`src/rtl/float_to_log_arb_pkg.sv`:
```
// Shared types and sizing helpers for the shared float-to-log converter arbiter.
package float_to_log_arb_pkg;

  function automatic int unsigned id_width(input int unsigned n);
    return (n > 1) ? $clog2(n) : 1;
  endfunction

  function automatic int unsigned credit_width(input int unsigned depth);
    return $clog2(depth + 1);
  endfunction

  typedef struct packed {
    logic sign;
    logic is_inf;
    logic is_zero;
  } log_flags_t;

endpackage

```
`src/rtl/FloatSignedToLog.sv`:
```
// Signed linear float to fixed-point log2 converter (Mitchell approximation of
// the fraction); log result is a signed M.F value with saturate/inf on overflow.
module FloatSignedToLog #(
  parameter int unsigned EXP_IN       = 10,
  parameter int unsigned FRAC_IN      = 10,
  parameter int unsigned M            = 3,
  parameter int unsigned F            = 4,
  parameter int unsigned SATURATE_MAX = 1
) (
  input  logic               sign,
  input  logic               isInf,
  input  logic               isZero,
  input  logic [EXP_IN-1:0]  linExp,
  input  logic [FRAC_IN-1:0] linFrac,
  output logic               outSign,
  output logic               outIsInf,
  output logic               outIsZero,
  output logic [M-1:0]       outLogExp,
  output logic [F-1:0]       outLogFrac
);

  localparam int unsigned W   = EXP_IN + FRAC_IN + F + 1;
  localparam int unsigned SHR = (FRAC_IN >= F) ? FRAC_IN - F : 0;
  localparam int unsigned SHL = (FRAC_IN >= F) ? 0 : F - FRAC_IN;
  localparam logic signed [W-1:0] MAXV = W'((64'sd1 <<< (M + F - 1)) - 64'sd1);
  localparam logic signed [W-1:0] MINV = ~MAXV;

  logic signed [W-1:0] full;
  logic signed [W-1:0] fx;

  always_comb begin
    // exp.frac as a fixed-point log2, rescaled to F fraction bits (floor)
    full = (W'($signed(linExp)) <<< FRAC_IN) + $signed(W'(linFrac));
    fx   = (FRAC_IN >= F) ? (full >>> SHR) : (full <<< SHL);

    outSign    = sign;
    outIsInf   = 1'b0;
    outIsZero  = 1'b0;
    outLogExp  = '0;
    outLogFrac = '0;
    if (isInf) begin
      outIsInf = 1'b1;
    end else if (isZero) begin
      outIsZero = 1'b1;
    end else if (fx > MAXV) begin
      if (SATURATE_MAX != 0) {outLogExp, outLogFrac} = MAXV[M+F-1:0];
      else                   outIsInf = 1'b1;
    end else if (fx < MINV) begin
      outIsZero = 1'b1;
    end else begin
      {outLogExp, outLogFrac} = fx[M+F-1:0];
    end
  end

endmodule

```
`src/rtl/float_to_log_arbiter_round_robin_arbiter.sv`:
```
// Round-robin arbiter: one-hot grant searching upward from the pointer; the
// pointer moves past the winner only when a grant is actually issued.
module round_robin_arbiter
  import float_to_log_arb_pkg::*;
#(
  parameter int unsigned NUM_REQ = 4
) (
  input  logic               clock,
  input  logic               reset,
  input  logic [NUM_REQ-1:0] req,
  input  logic               enable,
  output logic [NUM_REQ-1:0] grant
);

  localparam int unsigned PW = id_width(NUM_REQ);

  logic [PW-1:0] pointer;
  logic [PW-1:0] idx;
  logic [PW-1:0] gidx;
  logic          found;

  always_comb begin
    grant = '0;
    gidx  = '0;
    found = 1'b0;
    idx   = '0;
    for (int unsigned k = 0; k < NUM_REQ; k++) begin
      idx = PW'((32'(pointer) + k) % NUM_REQ);
      if (!found && req[idx]) begin
        found      = 1'b1;
        gidx       = idx;
        grant[idx] = enable;
      end
    end
  end

  always_ff @(posedge clock) begin
    if (reset) begin
      pointer <= '0;
    end else if (enable && found) begin
      pointer <= (gidx == PW'(NUM_REQ - 1)) ? '0 : gidx + PW'(1);
    end
  end

endmodule

```
`src/rtl/float_to_log_arbiter.sv`:
```
// One FloatSignedToLog shared by NUM_REQ requesters: round-robin issue, LATENCY
// pipeline, credit-protected result FIFO. Optional stats: FLOAT_TO_LOG_ARB_STATS_EN.
module float_to_log_arbiter
  import float_to_log_arb_pkg::*;
#(
  parameter int unsigned NUM_REQ      = 4,
  parameter int unsigned EXP_IN       = 10,
  parameter int unsigned FRAC_IN      = 10,
  parameter int unsigned M            = 3,
  parameter int unsigned F            = 4,
  parameter int unsigned SATURATE_MAX = 1,
  parameter int unsigned LATENCY      = 2,
  parameter int unsigned FIFO_DEPTH   = LATENCY + 2,
  localparam int unsigned IDW         = id_width(NUM_REQ)
) (
  input  logic                       clock,
  input  logic                       reset,
  input  logic [NUM_REQ-1:0]         reqValid,
  output logic [NUM_REQ-1:0]         reqReady,
  input  logic [NUM_REQ-1:0]         reqSign,
  input  logic [NUM_REQ-1:0]         reqIsInf,
  input  logic [NUM_REQ-1:0]         reqIsZero,
  input  logic [NUM_REQ*EXP_IN-1:0]  reqExp,
  input  logic [NUM_REQ*FRAC_IN-1:0] reqFrac,
  output logic                       outValid,
  input  logic                       outReady,
  output logic [IDW-1:0]             outId,
  output logic                       outSign,
  output logic                       outIsInf,
  output logic                       outIsZero,
  output logic [M-1:0]               outLogExp,
  output logic [F-1:0]               outLogFrac
`ifdef FLOAT_TO_LOG_ARB_STATS_EN
  ,
  output logic [31:0]                statIssued,
  output logic [31:0]                statStallCycles
`endif
);

  localparam int unsigned CW  = credit_width(FIFO_DEPTH);
  localparam int unsigned FAW = id_width(FIFO_DEPTH);

  typedef struct packed {
    logic [IDW-1:0] id;
    logic           sign;
    logic           is_inf;
    logic           is_zero;
    logic [M-1:0]   log_exp;
    logic [F-1:0]   log_frac;
  } entry_t;

  logic [CW-1:0]      credits;
  logic               enable;
  logic               issue;
  logic               push;
  logic               pop;

  logic [IDW-1:0]     gid;
  logic               sel_sign, sel_inf, sel_zero;
  logic [EXP_IN-1:0]  sel_exp;
  logic [FRAC_IN-1:0] sel_frac;
  logic               c_sign, c_inf, c_zero;
  logic [M-1:0]       c_exp;
  logic [F-1:0]       c_frac;
  entry_t             conv_e;

  entry_t             stage_d [LATENCY];
  logic [LATENCY-1:0] stage_v;

  entry_t             mem [FIFO_DEPTH];
  entry_t             head;
  logic [FAW-1:0]     wr_ptr, rd_ptr;
  logic [CW-1:0]      count;

  // Holding ready low during reset keeps the reset edge free of transfers.
  assign enable = (credits != '0) && !reset;
  assign issue  = |reqReady;
  assign push   = stage_v[LATENCY-1];
  assign pop    = outValid && outReady;

  round_robin_arbiter #(.NUM_REQ(NUM_REQ)) u_arb (
    .clock  (clock),
    .reset  (reset),
    .req    (reqValid),
    .enable (enable),
    .grant  (reqReady)
  );

  always_comb begin
    gid      = '0;
    sel_sign = 1'b0;
    sel_inf  = 1'b0;
    sel_zero = 1'b0;
    sel_exp  = '0;
    sel_frac = '0;
    for (int unsigned i = 0; i < NUM_REQ; i++) begin
      if (reqReady[i]) begin
        gid      = IDW'(i);
        sel_sign = reqSign[i];
        sel_inf  = reqIsInf[i];
        sel_zero = reqIsZero[i];
        sel_exp  = reqExp[i*EXP_IN +: EXP_IN];
        sel_frac = reqFrac[i*FRAC_IN +: FRAC_IN];
      end
    end
  end

  FloatSignedToLog #(
    .EXP_IN       (EXP_IN),
    .FRAC_IN      (FRAC_IN),
    .M            (M),
    .F            (F),
    .SATURATE_MAX (SATURATE_MAX)
  ) u_conv (
    .sign       (sel_sign),
    .isInf      (sel_inf),
    .isZero     (sel_zero),
    .linExp     (sel_exp),
    .linFrac    (sel_frac),
    .outSign    (c_sign),
    .outIsInf   (c_inf),
    .outIsZero  (c_zero),
    .outLogExp  (c_exp),
    .outLogFrac (c_frac)
  );

  always_comb begin
    conv_e          = '0;
    conv_e.id       = gid;
    conv_e.sign     = c_sign;
    conv_e.is_inf   = c_inf;
    conv_e.is_zero  = c_zero;
    conv_e.log_exp  = c_exp;
    conv_e.log_frac = c_frac;
  end

  always_ff @(posedge clock) begin
    if (reset) begin
      stage_v <= '0;
    end else begin
      stage_v[0] <= issue;
      for (int unsigned s = 1; s < LATENCY; s++) stage_v[s] <= stage_v[s-1];
    end
  end

  always_ff @(posedge clock) begin
    stage_d[0] <= conv_e;
    for (int unsigned s = 1; s < LATENCY; s++) stage_d[s] <= stage_d[s-1];
  end

  function automatic logic [FAW-1:0] fifo_next(input logic [FAW-1:0] p);
    return (p == FAW'(FIFO_DEPTH - 1)) ? '0 : p + FAW'(1);
  endfunction

  always_ff @(posedge clock) begin
    if (push) mem[wr_ptr] <= stage_d[LATENCY-1];
  end

  // Credits count free FIFO slots minus results still in the pipeline.
  always_ff @(posedge clock) begin
    if (reset) begin
      wr_ptr  <= '0;
      rd_ptr  <= '0;
      count   <= '0;
      credits <= CW'(FIFO_DEPTH);
    end else begin
      if (push) wr_ptr <= fifo_next(wr_ptr);
      if (pop)  rd_ptr <= fifo_next(rd_ptr);
      if (push && !pop)      count <= count + CW'(1);
      else if (!push && pop) count <= count - CW'(1);
      if (issue && !pop)      credits <= credits - CW'(1);
      else if (!issue && pop) credits <= credits + CW'(1);
    end
  end

  assign outValid   = (count != '0);
  assign head       = mem[rd_ptr];
  assign outId      = outValid ? head.id       : '0;
  assign outSign    = outValid ? head.sign     : 1'b0;
  assign outIsInf   = outValid ? head.is_inf   : 1'b0;
  assign outIsZero  = outValid ? head.is_zero  : 1'b0;
  assign outLogExp  = outValid ? head.log_exp  : '0;
  assign outLogFrac = outValid ? head.log_frac : '0;

`ifdef FLOAT_TO_LOG_ARB_STATS_EN
  always_ff @(posedge clock) begin
    if (reset) begin
      statIssued      <= '0;
      statStallCycles <= '0;
    end else begin
      if (issue) statIssued <= statIssued + 32'd1;
      if ((|reqValid) && (credits == '0)) statStallCycles <= statStallCycles + 32'd1;
    end
  end
`endif

endmodule

```
`config.mk`:
```
export PLATFORM = sky130hd
export DESIGN_NAME = float_to_log_arbiter
export DESIGN_NICKNAME = d
export VERILOG_FILES = /design/src/rtl/float_to_log_arb_pkg.sv /design/src/rtl/FloatSignedToLog.sv /design/src/rtl/float_to_log_arbiter_round_robin_arbiter.sv /design/src/rtl/float_to_log_arbiter.sv
export SDC_FILE = /design/constraint.sdc
export NUM_CORES = 1
export LEC_CHECK = 0
export ABC_AREA = 1
export CAP_MARGIN = 20
export CELL_PAD_IN_SITES_DETAIL_PLACEMENT = 1
export CELL_PAD_IN_SITES_GLOBAL_PLACEMENT = 2
export CORE_ASPECT_RATIO = 2
export CORE_UTILIZATION = 25
export CTS_BUF_LIST = sky130_fd_sc_hd__clkbuf_8
export DETAILED_ROUTE_END_ITERATION = 8
export GPL_TIMING_DRIVEN = 1
export PLACE_DENSITY = 0.83
export SLEW_MARGIN = 10
export SYNTH_ARGS = -nofsm -noshare
export SYNTH_HDL_FRONTEND = slang
export SYNTH_SLANG_ARGS = --single-unit
```
`constraint.sdc`:
```
create_clock -name clock -period 2.8 [get_ports clock]
set_input_delay 0.42 -clock clock [delete_from_list [all_inputs] [get_ports clock]]
set_output_delay 0.42 -clock clock [all_outputs]
set_load 0.005 [all_outputs]
```
==> results of run 1 <==
==> power breakdown <==
group	internal [W]	total (W)	switching, W
clock network	0.000423	0.000888	0.000465
logic	0.00238	0.00550	0.00312
registers	0.00179	0.00198	0.000186
==> layout make-up <==
| class | instances | area share [%] |
|---|---|---|
| flip-flops and latches | 88 | 33.7 |
| multi-input cells | 387 | 34.4 |
| diodes | 1 | 0.0376 |
| repair buffers | 151 | 21.6 |
| inverters | 53 | 3.21 |
| clock inverters | 7 | 1.20 |
| clock buffers | 9 | 1.86 |
| well taps | 213 | 4.00 |
==> what timing repair did <==
| action | in CTS | in global routing |
|---|---|---|
| setup buffers | 0 | 10 |
| gates cloned | 0 | 1 |
| endpoints found under the setup margin | 13 | 14 |
| pin swaps | 1 | 34 |
| resized for setup | 16 | 69 |
==> worst register-to-register path, delay by kind of cell (launching register included) <==
| family | cells | cell delay [ns] |
|---|---|---|
| flip-flops | 1 | 0.35 |
| buffers and inverters | 7 | 0.72 |
| AO/OA/AOI/OAI | 2 | 0.40 |
| AND/OR/NAND/NOR | 9 | 0.86 |
| adder cells (fa/ha/maj) | 1 | 0.26 |
==> stage by stage <==
step                util (%)  TNS [ns]  hold slack [ns]
floorplan                  -         0            0.310
global placement        34.0     -2.12            0.311
detailed placement      34.0     -2.76            0.315
CTS                     35.4   -0.0845            0.335
global route            37.3    -0.513            0.338
finish                  37.3   -0.0220            0.333
==> worst min-delay path by stage <==
stage / from / endpoint / slack [ns] / cells after the start
after global routing: stage_d[0][1] / stage_d[0][13] / 0.34 / 0
after detailed placement: stage_d[0][5] / stage_d[0][17] / 0.31 / 0
after global placement: stage_d[0][10] / stage_d[0][22] / 0.31 / 0
after CTS: stage_d[0][1] / stage_d[0][13] / 0.34 / 0
after floorplan: stage_d[0][0] / stage_d[0][12] / 0.31 / 0
final: stage_d[0][1] / stage_d[0][13] / 0.33 / 0
==> synth_stat cells, drive strengths merged (2+ instances only) <==
master | instances | area share [%]
nor3 | 7 | 0.76
o31ai | 2 | 0.33
ha | 13 | 3.5
edfxtp | 48 | 31
nand2 | 123 | 12
fa | 2 | 0.87
clkbuf | 7 | 0.79
nand4 | 4 | 0.68
a21oi | 40 | 4.4
o21ai | 39 | 4.5
o22ai | 7 | 0.95
buf | 8 | 1.8
inv | 53 | 4.3
nand3 | 41 | 4.9
nand3b | 4 | 0.73
dfxtp | 40 | 17
nor2 | 99 | 9.7
==> layer usage <==
| layer | track usage (%) | part of all wire [%] | routed length, um |
|---|---|---|---|
| met2 | 32.0 | 60 | 8800 |
| met1 | 14.3 | 34 | 5030 |
| met5 | 0 | 0 | 0 |
| met4 | 6.29 | 2.9 | 430 |
| met3 | 1.66 | 3.0 | 443 |
==> kinds of logic (layout without fill, tap and decap cells) <==
kind of cell / count (synthesis) / after routing / share of synthesized area [%]
simple gates: 278 / 279 / 28.9
compound gates: 91 / 91 / 10.7
flops: 88 / 88 / 48.7
buf+inv: 68 / 220 / 6.93
fa+ha+maj: 15 / 15 / 4.40
xor+xnor: 2 / 2 / 0.381
other cells: 0 / 1 / 0
==> state kept, by name, indices dropped and copies added (netlist names), named ones only <==
name and count:
count 3, stage_d 24, rd_ptr 2, mem 48, u_arb.pointer 1, credits 3
stage_v 2, wr_ptr 2
==> summary.txt, run 1 <==
Placement
  • Detailed placer's ending HPWL: 11.7 mm
  • Area after DPL: 6080 sq um
  • Dpl cells: 881
  • Post-Place Setup Slack: -0.297 ns
  • Number of port buffers: 91
  • GP Congestion: 0.745

STA
  • Tcrit/Tclk final: 101%
  • Worst clock skew: 0.00918 ns
  • Tmin final: 2.82 ns
  • Worst slew pin tran: 0.671 ns
  • Slew margin rel.: 55.2%
  • Slew Limit Fails: 0
  • Setup violators final: 1
  • PnR worst setup slack: -0.0220 ns
  • RSZ-0062 raised after global routing: true
  • Maximum clock rate: 354 MHz
  • Fin. Hold Viols: 0

Floorplanning
  • Starting Density: 25.8%
  • Die Y: 194 um
  • Die X: 98.0 um
  • Row count: 69
  • Die Area: 19000 sq um
  • # IOs: 116
  • Core ar.: 17900 sq um

Layout
  • Fill cells: 2083
  • Reg area: 2250 sq um
  • Final Cell Area: 6660 sq um
  • Commonest non-fill, non-tap cell in the layout: clkdlybuf4s50_1
  • Area Growth Syn to Fin: 44.7%
  • Commonest cells after routing, fill and taps aside: clkdlybuf4s50_1, nand2_1, nor2_1
  • Share of layout cells above drive strength 1: 26.3%
  • Finished Layout Cells: 909
  • Fin nets: 804
  • Multi-input combinational cell area: 2290 sq um

Pwr
  • Final total power: 0.00837 W
  • Pleak: 2.81 nW
  • Power per cell area: 1260 nW/um^2
  • Peak supply drop: 0.000430 V

GRT
  • Total GRT Usage: 15.3%
  • Grt ovf: 0
  • First-pass GRT wire length: 22.7 mm
  • Initial antenna violation count: 1
  • Largest net degree at the start of global routing: 25
  • Vias in the first global route: 4540

Clock network
  • Clock Path Buffers: 2
  • Inserted Clock Buffers: 9
  • Clock sink count: 88
  • Hold_buf cts: 0
  • Clk Latency, worst-skew pair: 0.35 ns
  • H-Tree Depth: 3
  • Clock-pin slew on the worst setup and hold paths: 0.09 ns
  • Root Driver: clkbuf_8
  • CTS tree: yes

Worst setup path
  • RR Startpoint: u_arb.pointer[1]
  • Crit path DAT: 2.40 ns
  • Worst path bufs/invs: 4
  • Crit path launch type: register
  • FF-to-FF setup slack: 0.09 ns
  • Critical path's top delay family: buffers and inverters
  • CP required: 2.38 ns
  • Crit path top cell by count: nand3_4
  • CP endpoint: reqReady[3]
  • Critical-path top delay cell: clkdlybuf4s50_1
  • Crit path from: u_arb.pointer[1]
  • CP Depth: 12
  • Critical path capture point type: output port
  • CP Max Fanout: 10
  • Worst r2r path cells: 19
  • Critical Path, Cell by Cell: inv_2 -> ha_4 -> inv_4 -> nand3_4 -> nand2_4 -> nand2_4 -> nor2_8 -> nand3_4 -> nand3_4 -> nand2_8 -> inv_8 -> clkdlybuf4s50_1
  • R2r endpoint: stage_d[0][0]
  • Largest stage delay on the critical path: 0.50 ns
  • WS Path Type: register to output port

Route
  • Starting DRT DRC Count: 148
  • DR vias/cell: 4.64
  • Final ANT Viol Nets: 0
  • 1st-pass router iterations: 6
  • DR vias: 4222
  • Remaining DRCs: 10
  • Total wire length: 14.7 mm
  • Drt wl/cell: 16.2 um

Yosys
  • Syn_nets: 656
  • Mean Syn Cell Area: 8.49 sq um
  • Seq/Total Area, Yosys: 48.7%
  • YS warnings: 0
  • Top FF cell, synth: edfxtp_1
  • Post-synth EDFFs: 48
  • Synth Register Bits: 88
  • Mapped Cells: 542
  • Synth unique cells: 37
  • Fraction of registers with async set/reset: 0%
  • Cell area after synthesis: 4600 sq um

Run status
  • Status: complete, but fails checks
  • Failing checks: design-rule violations, negative setup slack

Run
  • Max Cap Violations: 0

Hold path
  • Hold crit path type: register to register
No activity file was read; power rests on OpenSTA's default activity.
==> run 2: changes to the inputs <==
- ABC_AREA: 1 -> not set
- PLACE_DENSITY: 0.83 -> 0.77
- SKIP_LAST_GASP: not set -> 1
==> run 2 against run 1 <==
Compared with the run above:
- the run ends with negative setup slack left
- highest routed layer unchanged
- combinational power down 6.2%
- maximum frequency down 15%
- setup slack worse by 0.49 ns
- global-route usage up 0.68 points
==> summary.txt, run 2 <==
GRT
  • Largest net degree at the start of global routing: 17 (-32%)
  • Vias in the first global route: 4142 (-8.8%)
  • First-pass GRT wire length: 21.7 mm (-4.3%)
  • Grt ovf: 0 (unchanged)
  • Total GRT Usage: 16.0% (+0.68 points)
  • Initial antenna violation count: 0 (-1)

Yosys
  • Synth Area in Compound Gates: 16.1% (+5.4 points)
  • Adder-Cell Fraction of Synth Area: 4.60% (+0.19 points)
  • Cell area after synthesis: 4410 sq um (-4.2%)
  • Post-synth EDFFs: 48 (unchanged)
  • Mux contribution to synthesized area: 11.0% (+11 points)
  • Top-count cell post-synth: edfxtp_1
  • Synth unique cells: 70 (+89%)
  • Post-synth top cells: edfxtp_1, dfxtp_1, nand2_1, nor2_1
  • Mapped Cells: 362 (-33%)
  • Seq/Total Area, Yosys: 50.9% (+2.1 points)
  • Mean Syn Cell Area: 12.2 sq um (+43%)
  • YS warnings: 0 (unchanged)
  • Synth area leaders: edfxtp_1, dfxtp_1, mux4_2
  • Largest family of logic cells by synthesized area: compound AO/OA/AOI/OAI gates
  • Synth Area in Simple Gates: 12.3% (-17 points)
  • Fraction of registers with async set/reset: 0% (unchanged)
  • Top-area cell type share of the netlist area: 32.7% (+1.4 points)
  • Yosys top cell by area: edfxtp_1
  • Top FF cell, synth: edfxtp_1
  • Synth Register Bits: 88 (unchanged)
  • Syn_nets: 476 (-27%)
  • Post-Synth XOR/XNOR Area: 0.993% (+0.61 points)

Placement
  • GP Congestion: 0.941 (+26%)
  • Number of port buffers: 91 (unchanged)
  • Detailed placer's ending HPWL: 11.1 mm (-5.2%)
  • Post-Place Setup Slack: -0.951 ns (-0.654 ns)

Layout
  • Fin nets: 666 (-17%)
  • Share of layout cells above drive strength 1: 36.3% (+9.9 points)
  • Area Growth Syn to Fin: 55.8%
  • Max reg flops: 48 (unchanged)
  • Commonest non-fill, non-tap cell in the layout: buf_4
  • Largest regs: mem: 48 flops, stage_d: 24 flops
  • Most flop-heavy register: mem
  • Commonest cells after routing, fill and taps aside: buf_4, clkdlybuf4s50_1, edfxtp_1
  • Fill cells: 1869 (-10%)
  • # diodes: 0 (-1)

Worst setup path
  • Crit path DAT: 3.53 ns (+1.13 ns)
  • Crit path launch type: register
  • Critical Path, Cell by Cell: clkinvlp_4 -> ha_4 -> buf_12 -> buf_12 -> mux2i_4 -> buf_6 -> o22ai_1 -> mux2_4 -> a31oi_4 -> nor3_4 -> buf_12 -> buf_4 -> a221oi_4 -> nand4_1 -> o21ai_4 -> a21oi_1
  • Critical-path top delay cell: dfxtp_4
  • Largest stage delay on the critical path: 0.38 ns (-0.12 ns)
  • Critical path capture point type: register
  • WS Path Type: register to register
  • CP required: 3.02 ns (+0.64 ns)
  • CP Max Fanout: 6 (-4)
  • Crit path top cell by count: buf_12

Route
  • DR vias: 3730 (-12%)
  • Remaining DRCs: 0 (-10)
  • 1st-pass router iterations: 5 (-1)
  • Drt wl/cell: 18.3 um (+13%)
  • DR vias/cell: 4.86 (+4.7%)
  • Final ANT Viol Nets: 0 (unchanged)
  • Starting DRT DRC Count: 76 (-49%)
  • Total wire length: 14.1 mm (-4.4%)

Hold path
  • Hold crit path type: register to register

STA
  • Fin. Hold Viols: 0 (unchanged)
  • Maximum clock rate: 302 MHz (-15%)
  • RSZ-0062 raised after global routing: true
  • Worst slew pin tran: 0.660 ns (-0.0108 ns)
  • Worst clock skew: 0.0101 ns (+0.000884 ns)
  • PnR worst setup slack: -0.515 ns (-0.493 ns)
  • Slew Limit Fails: 0 (unchanged)
  • Slew margin rel.: 56.0% (+0.77 points)
  • Tmin final: 3.31 ns (+0.493 ns)
  • Setup TNS: -5.71 ns (-5.69 ns)
  • Tcrit/Tclk final: 118% (+18 points)
  • Setup violators final: 15 (+14)

Floorplanning
  • Die Area: 18200 sq um (-4.2%)
  • Die X: 95.9 um (-2.1%)
  • Die Y: 190 um (-2.1%)
  • Row count: 68 (-1.4%)
  • Core ar.: 17300 sq um (-3.4%)
  • # IOs: 116 (unchanged)
  • Starting Density: 25.5% (-0.23 points)

Pwr
  • Peak supply drop: 0.000477 V (+11%)
  • Gate power share: 65.5% (-0.3 points)
  • Power share of the clock group: 9.8% (-0.8 points)
  • Pleak: 2.58 nW (-8.1%)
  • Sw Ratio: 38.3% (-6.7 points)
  • Seq pwr share: 24.6% (+1.0 points)
  • Power per cell area: 1150 nW/um^2 (-8.7%)
  • Net Sw Power: 0.00302 W (-20%)
  • Int Pwr: 0.00485 W (+5.6%)

Clock network
  • Root Driver: clkbuf_8
  • H-Tree Depth: 3 (unchanged)
  • Clock Path Buffers: 2 (unchanged)
  • Inserted Clock Buffers: 9 (unchanged)
  • Clock-pin slew on the worst setup and hold paths: 0.08 ns (about the same)
  • CTS tree: yes
  • Clk Latency, worst-skew pair: 0.34 ns (about the same)
  • Clock sink count: 88 (unchanged)

Run status
  • Failing checks: negative setup slack
  • Status: complete, but fails checks

Run
  • Max Cap Violations: 0 (unchanged)
==> run 2: cell count changes after synthesis, moves of 7 or more <==
cell / delta
nand2_2: -14
mux4_2: +16
mux2i_1: +9
a21oi_1: -22
nor2_1: -66
nand3_1: -31
nor2_2: -7
inv_1: -28
nand2_4: -8
o21ai_0: -22
nand2_1: -81
and2_1: +16
==> run 2: metrics by stage <==
step / utilization [%] / power [W] / instances / hold slack, ns / area [sq um]
finish: 39.8 / 0.00787 / 767 / 0.333 / 6870
floorplan: - / 0.00433 / 362 / 0.310 / 4510
global route: 39.8 / 0.00841 / 767 / 0.336 / 6870
CTS: 38.9 / 0.00765 / 762 / 0.335 / 6720
detailed placement: 35.6 / 0.00619 / 723 / 0.313 / 6140
global placement: 35.6 / 0.00599 / 723 / 0.313 / 6140
==> run 2: area by class of cell <==
cell class / count / area (sq um) / area share [%]
flip-flops and latches: 88 / 2250 / 32.7
multi-input cells: 236 / 2300 / 33.5
inverters: 20 / 86.3 / 1.26
well taps: 210 / 263 / 3.82
clock inverters: 7 / 52.6 / 0.765
clock buffers: 9 / 124 / 1.80
repair buffers: 197 / 1800 / 26.2
==> run 2: kinds of logic after synthesis <==
kind of cell             Yosys count
AND/OR/NAND/NOR                   98
adder cells (fa/ha/maj)           15
flip-flops                        88
AO/OA/AOI/OAI                     90
multiplexers                      28
XOR/XNOR                           5
buffers and inverters             38
==> run 2: critical path: cells and delay by family, from the launching register on <==
kind            cells  cell delay, ns
compound gates      5            0.98
buf+inv             6            0.71
mux                 2            0.53
flops               1            0.38
fa+ha+maj           1            0.30
simple gates        2            0.27
==> run 2: worst paths after layout <==
path,slack (ns),depth (start not counted),startpoint,end
setup / recovery,-0.51,16,register,stage_d[0][0]
hold / removal,0.33,0,stage_d[0][8],stage_d[0][20]
setup reg to reg,-0.51,16,register,stage_d[0][0]
hold reg to reg,0.33,0,stage_d[0][8],stage_d[0][20]
==> run 2: repair_timing <==
action                                  4_1_cts  5_1_grt
gates cloned                                  0        0
hold buffers                                  0        0
endpoints found under the hold margin         0        0
pin swaps                                    25       13
endpoints found under the setup margin       15       18
setup buffers                                24        9
gates resized for setup                      49       36
==> run 2: per-layer routing <==
| layer | global-route usage (%) | part of all wire (%) | vias up |
|---|---|---|---|
| li1 | - | - | 1767 |
| met1 | 14.7 | 33 | 1833 |
| met2 | 32.4 | 60 | 99 |
| met3 | 1.96 | 2.7 | 31 |
| met4 | 7.86 | 3.6 | 0 |
| met5 | 0 | 0 | - |
==> run 2: power groups by stage <==
stage	Clock [W]	Combinational (W)	Sequential, W
floorplan	0	0.00244	0.00189
global placement	0	0.00405	0.00194
detailed placement	0	0.00422	0.00197
CTS	0.000792	0.00491	0.00194
global route	0.000838	0.00560	0.00198
finish	0.000773	0.00516	0.00194
==> run 3: changes to the inputs <==
- CORE_UTILIZATION: 25 -> 29
- PLACE_DENSITY: 0.77 -> 0.86
==> run 3 against run 2 <==
Compared with the run above:
- utilization grew 5.9 points
- total power grew 1.1%
- largest power group unchanged
- highest routed layer unchanged
- non-clock buffer count shrank 7
- the run still ends with negative setup slack left
- largest cell class unchanged
- count of clock-buffer cells in the layout grew 1
- critical endpoint is now stage_d[0][3]
- combinational power shrank 0.8%
==> summary.txt, run 3 (same netlist as run 2, synthesis figures left out) <==
Route
  • 1st-pass router iterations: 4 (-1)
  • Total wire length: 14.7 mm (+4.5%)
  • Remaining DRCs: 0 (unchanged)
  • Starting DRT DRC Count: 156 (+110%)
  • DR vias: 3742 (+0.32%)
  • DR vias/cell: 5.02 (+3.3%)
  • Drt wl/cell: 19.7 um (+7.6%)
  • Final ANT Viol Nets: 0 (unchanged)

Run status
  • Failing checks: negative setup slack
  • Status: complete, but fails checks

STA
  • Worst slew pin tran: 0.647 ns (-0.0132 ns)
  • Slew Limit Fails: 0 (unchanged)
  • Tmin final: 3.42 ns (+0.101 ns)
  • Maximum clock rate: 293 MHz (-3.0%)
  • Fin. Hold Viols: 0 (unchanged)
  • Setup violators final: 15 (unchanged)
  • Slew margin rel.: 56.9% (+0.88 points)
  • Worst hold slack: 0.330 ns (-0.00241 ns)
  • Tcrit/Tclk final: 122% (+3.6 points)
  • Worst clock skew: 0.0125 ns (+0.00242 ns)
  • RSZ-0062 raised after global routing: true
  • PnR worst setup slack: -0.616 ns (-0.101 ns)

Layout
  • Share of layout cells above drive strength 1: 34.7% (-1.5 points)
  • Commonest cells after routing, fill and taps aside: buf_4, clkdlybuf4s50_1, edfxtp_1
  • Multi-input combinational cell area: 2270 sq um (-1.4%)
  • Max reg flops: 48 (unchanged)
  • Commonest non-fill, non-tap cell in the layout: buf_4
  • Area Growth Syn to Fin: 53.5%
  • Largest regs: mem: 48 flops, stage_d: 24 flops
  • Final Cell Area: 6770 sq um (-1.5%)
  • Layout Utilization: 45.7% (+5.9 points)
  • Reg area: 2250 sq um (about the same)
  • Fill cells: 1665 (-11%)
  • # diodes: 0 (unchanged)
  • Most flop-heavy register: mem
  • Fin nets: 659 (-1.1%)

Floorplanning
  • Row count: 63 (-7.4%)
  • Die Area: 15700 sq um (-14%)
  • # IOs: 116 (unchanged)
  • Starting Density: 29.8% (+4.2 points)
  • Core ar.: 14800 sq um (-14%)
  • Die Y: 176 um (-7.1%)
  • Die X: 89.2 um (-7.0%)

Clock network
  • Clk Latency, worst-skew pair: 0.35 ns (about the same)
  • Clock sink count: 88 (unchanged)
  • H-Tree Depth: 3 (unchanged)
  • CTS tree: yes
  • Clock-pin slew on the worst setup and hold paths: 0.09 ns (about the same)
  • Root Driver: clkbuf_8
  • Clock Path Buffers: 2 (unchanged)
  • Inserted Clock Buffers: 9 (unchanged)
  • Hold_buf cts: 0 (unchanged)

GRT
  • Vias in the first global route: 4275 (+3.2%)
  • First-pass GRT wire length: 22.5 mm (+3.6%)
  • M3 GR Usage: 2.81% (+0.85 points)
  • GRT met2 Usage: 39.5% (+7.1 points)
  • GR Layer Usage met1: 17.2% (+2.6 points)
  • Largest net degree at the start of global routing: 17 (unchanged)
  • Total GRT Usage: 19.5% (+3.5 points)
  • Initial antenna violation count: 0 (unchanged)
  • Grt ovf: 0 (unchanged)
  • GR peak layer: met2

Placement
  • Number of port buffers: 91 (unchanged)
  • GP Congestion: 0.920 (-2.3%)
  • Post-Place Setup Slack: -0.937 ns (+0.0136 ns)
  • Area after DPL: 6050 sq um (-1.4%)
  • Detailed placer's ending HPWL: 11.0 mm (-0.46%)

Worst setup path
  • Worst r2r path cells: 16 (unchanged)
  • FF-to-FF setup slack: -0.62 ns (-0.10 ns)
  • CP required: 3.03 ns (about the same)
  • R2r endpoint: stage_d[0][3]
  • Crit path DAT: 3.65 ns (+0.12 ns)
  • WS Path Type: register to register
  • Critical Path, Cell by Cell: clkinvlp_4 -> ha_4 -> mux4_2 -> buf_6 -> buf_4 -> nand3b_1 -> a21oi_2 -> a31oi_4 -> buf_6 -> nor3_4 -> buf_4 -> a221oi_2 -> nor4_2 -> buf_4 -> a31oi_4 -> a21oi_2
  • Crit path launch type: register
  • CP endpoint: stage_d[0][3]
  • CP Max Fanout: 6 (unchanged)
  • Crit path top cell by count: buf_4
  • Largest stage delay on the critical path: 0.42 ns (+0.04 ns)
  • Critical path capture point type: register
  • Critical-path top delay cell: mux4_2

Run
  • Max Cap Violations: 0 (unchanged)

Pwr
  • Peak supply drop: 0.000633 V (+33%)
  • Pleak: 2.57 nW (-0.71%)
  • Power share of the clock group: 11.4% (+1.6 points)
  • Sw Ratio: 38.8% (+0.43 points)
  • Seq pwr share: 24.3% (-0.3 points)
  • Net Sw Power: 0.00309 W (+2.2%)
  • Power per cell area: 1180 nW/um^2 (+2.7%)
  • Gate power share: 64.3% (-1.2 points)
  • Int Pwr: 0.00487 W (+0.39%)

Hold path
  • Hold crit path type: register to register
==> run 3: cell types whose count changed in the layout (fill, tap and decap cells not counted), moves of 3 or more <==
cell / delta
buf_6: -5
a21oi_2: +3
buf_12: -3
dlymetal6s2s_1: +3
==> run 3: through the flow <==
step	cells	TNS (ns)	power (W)
after floorplan	362	-3.86	0.00433
after global placement	699	-11.08	0.00591
after detailed placement	699	-12.58	0.00611
after CTS	738	-6.17	0.00767
after global routing	745	-8.84	0.00847
final	745	-6.69	0.00796
==> run 3: worst min-delay path by stage <==
stage / start / end / slack, ns / cells past startpoint
after detailed placement: stage_d[0][9] / stage_d[0][21] / 0.32 / 0
final: stage_d[0][11] / stage_d[0][23] / 0.33 / 0
after global routing: stage_d[0][11] / stage_d[0][23] / 0.34 / 0
after CTS: stage_d[0][11] / stage_d[0][23] / 0.33 / 0
after global placement: stage_d[0][0] / stage_d[0][12] / 0.31 / 0
after floorplan: stage_d[0][0] / stage_d[0][12] / 0.31 / 0
==> run 3: per-layer routing <==
| layer | vias up | routed length (um) |
|---|---|---|
| met5 | - | 0 |
| met4 | 0 | 709 |
| met3 | 43 | 472 |
| met2 | 117 | 8760 |
| met1 | 1837 | 4750 |
| li1 | 1745 | - |
==> run 3: area by class of cell <==
type                            count  share of cell area [%]
Multi-Input combinational cell    236                    33.5
Clock inverter                      6                    1.07
Timing Repair Buffer              190                    25.3
Sequential cell                    88                    33.2
Tap cell                          195                    3.61
Clock buffer                       10                    2.03
Inverter                           20                    1.28
==> run 3: what timing repair did <==
action | CTS | global route
gates resized for setup | 50 | 20
setup endpoints to repair | 16 | 18
pin swaps | 19 | 11
setup buffers | 23 | 9
gates cloned | 0 | 0
==> run 3: power by group through the flow <==
stage	clock, W	combinational, W	sequential (W)
floorplan	0	0.00244	0.00189
detailed placement	0	0.00415	0.00197
global route	0.000966	0.00554	0.00197
CTS	0.000915	0.00482	0.00194
global placement	0	0.00398	0.00193
finish	0.000903	0.00512	0.00194
==> run 3: critical path, delay by kind of cell (launching register included) <==
kind / cells / cell delay (ns)
compound gates: 5 / 1.08
buf+inv: 6 / 0.88
mux: 1 / 0.42
flops: 1 / 0.37
fa+ha+maj: 1 / 0.30
simple gates: 3 / 0.25
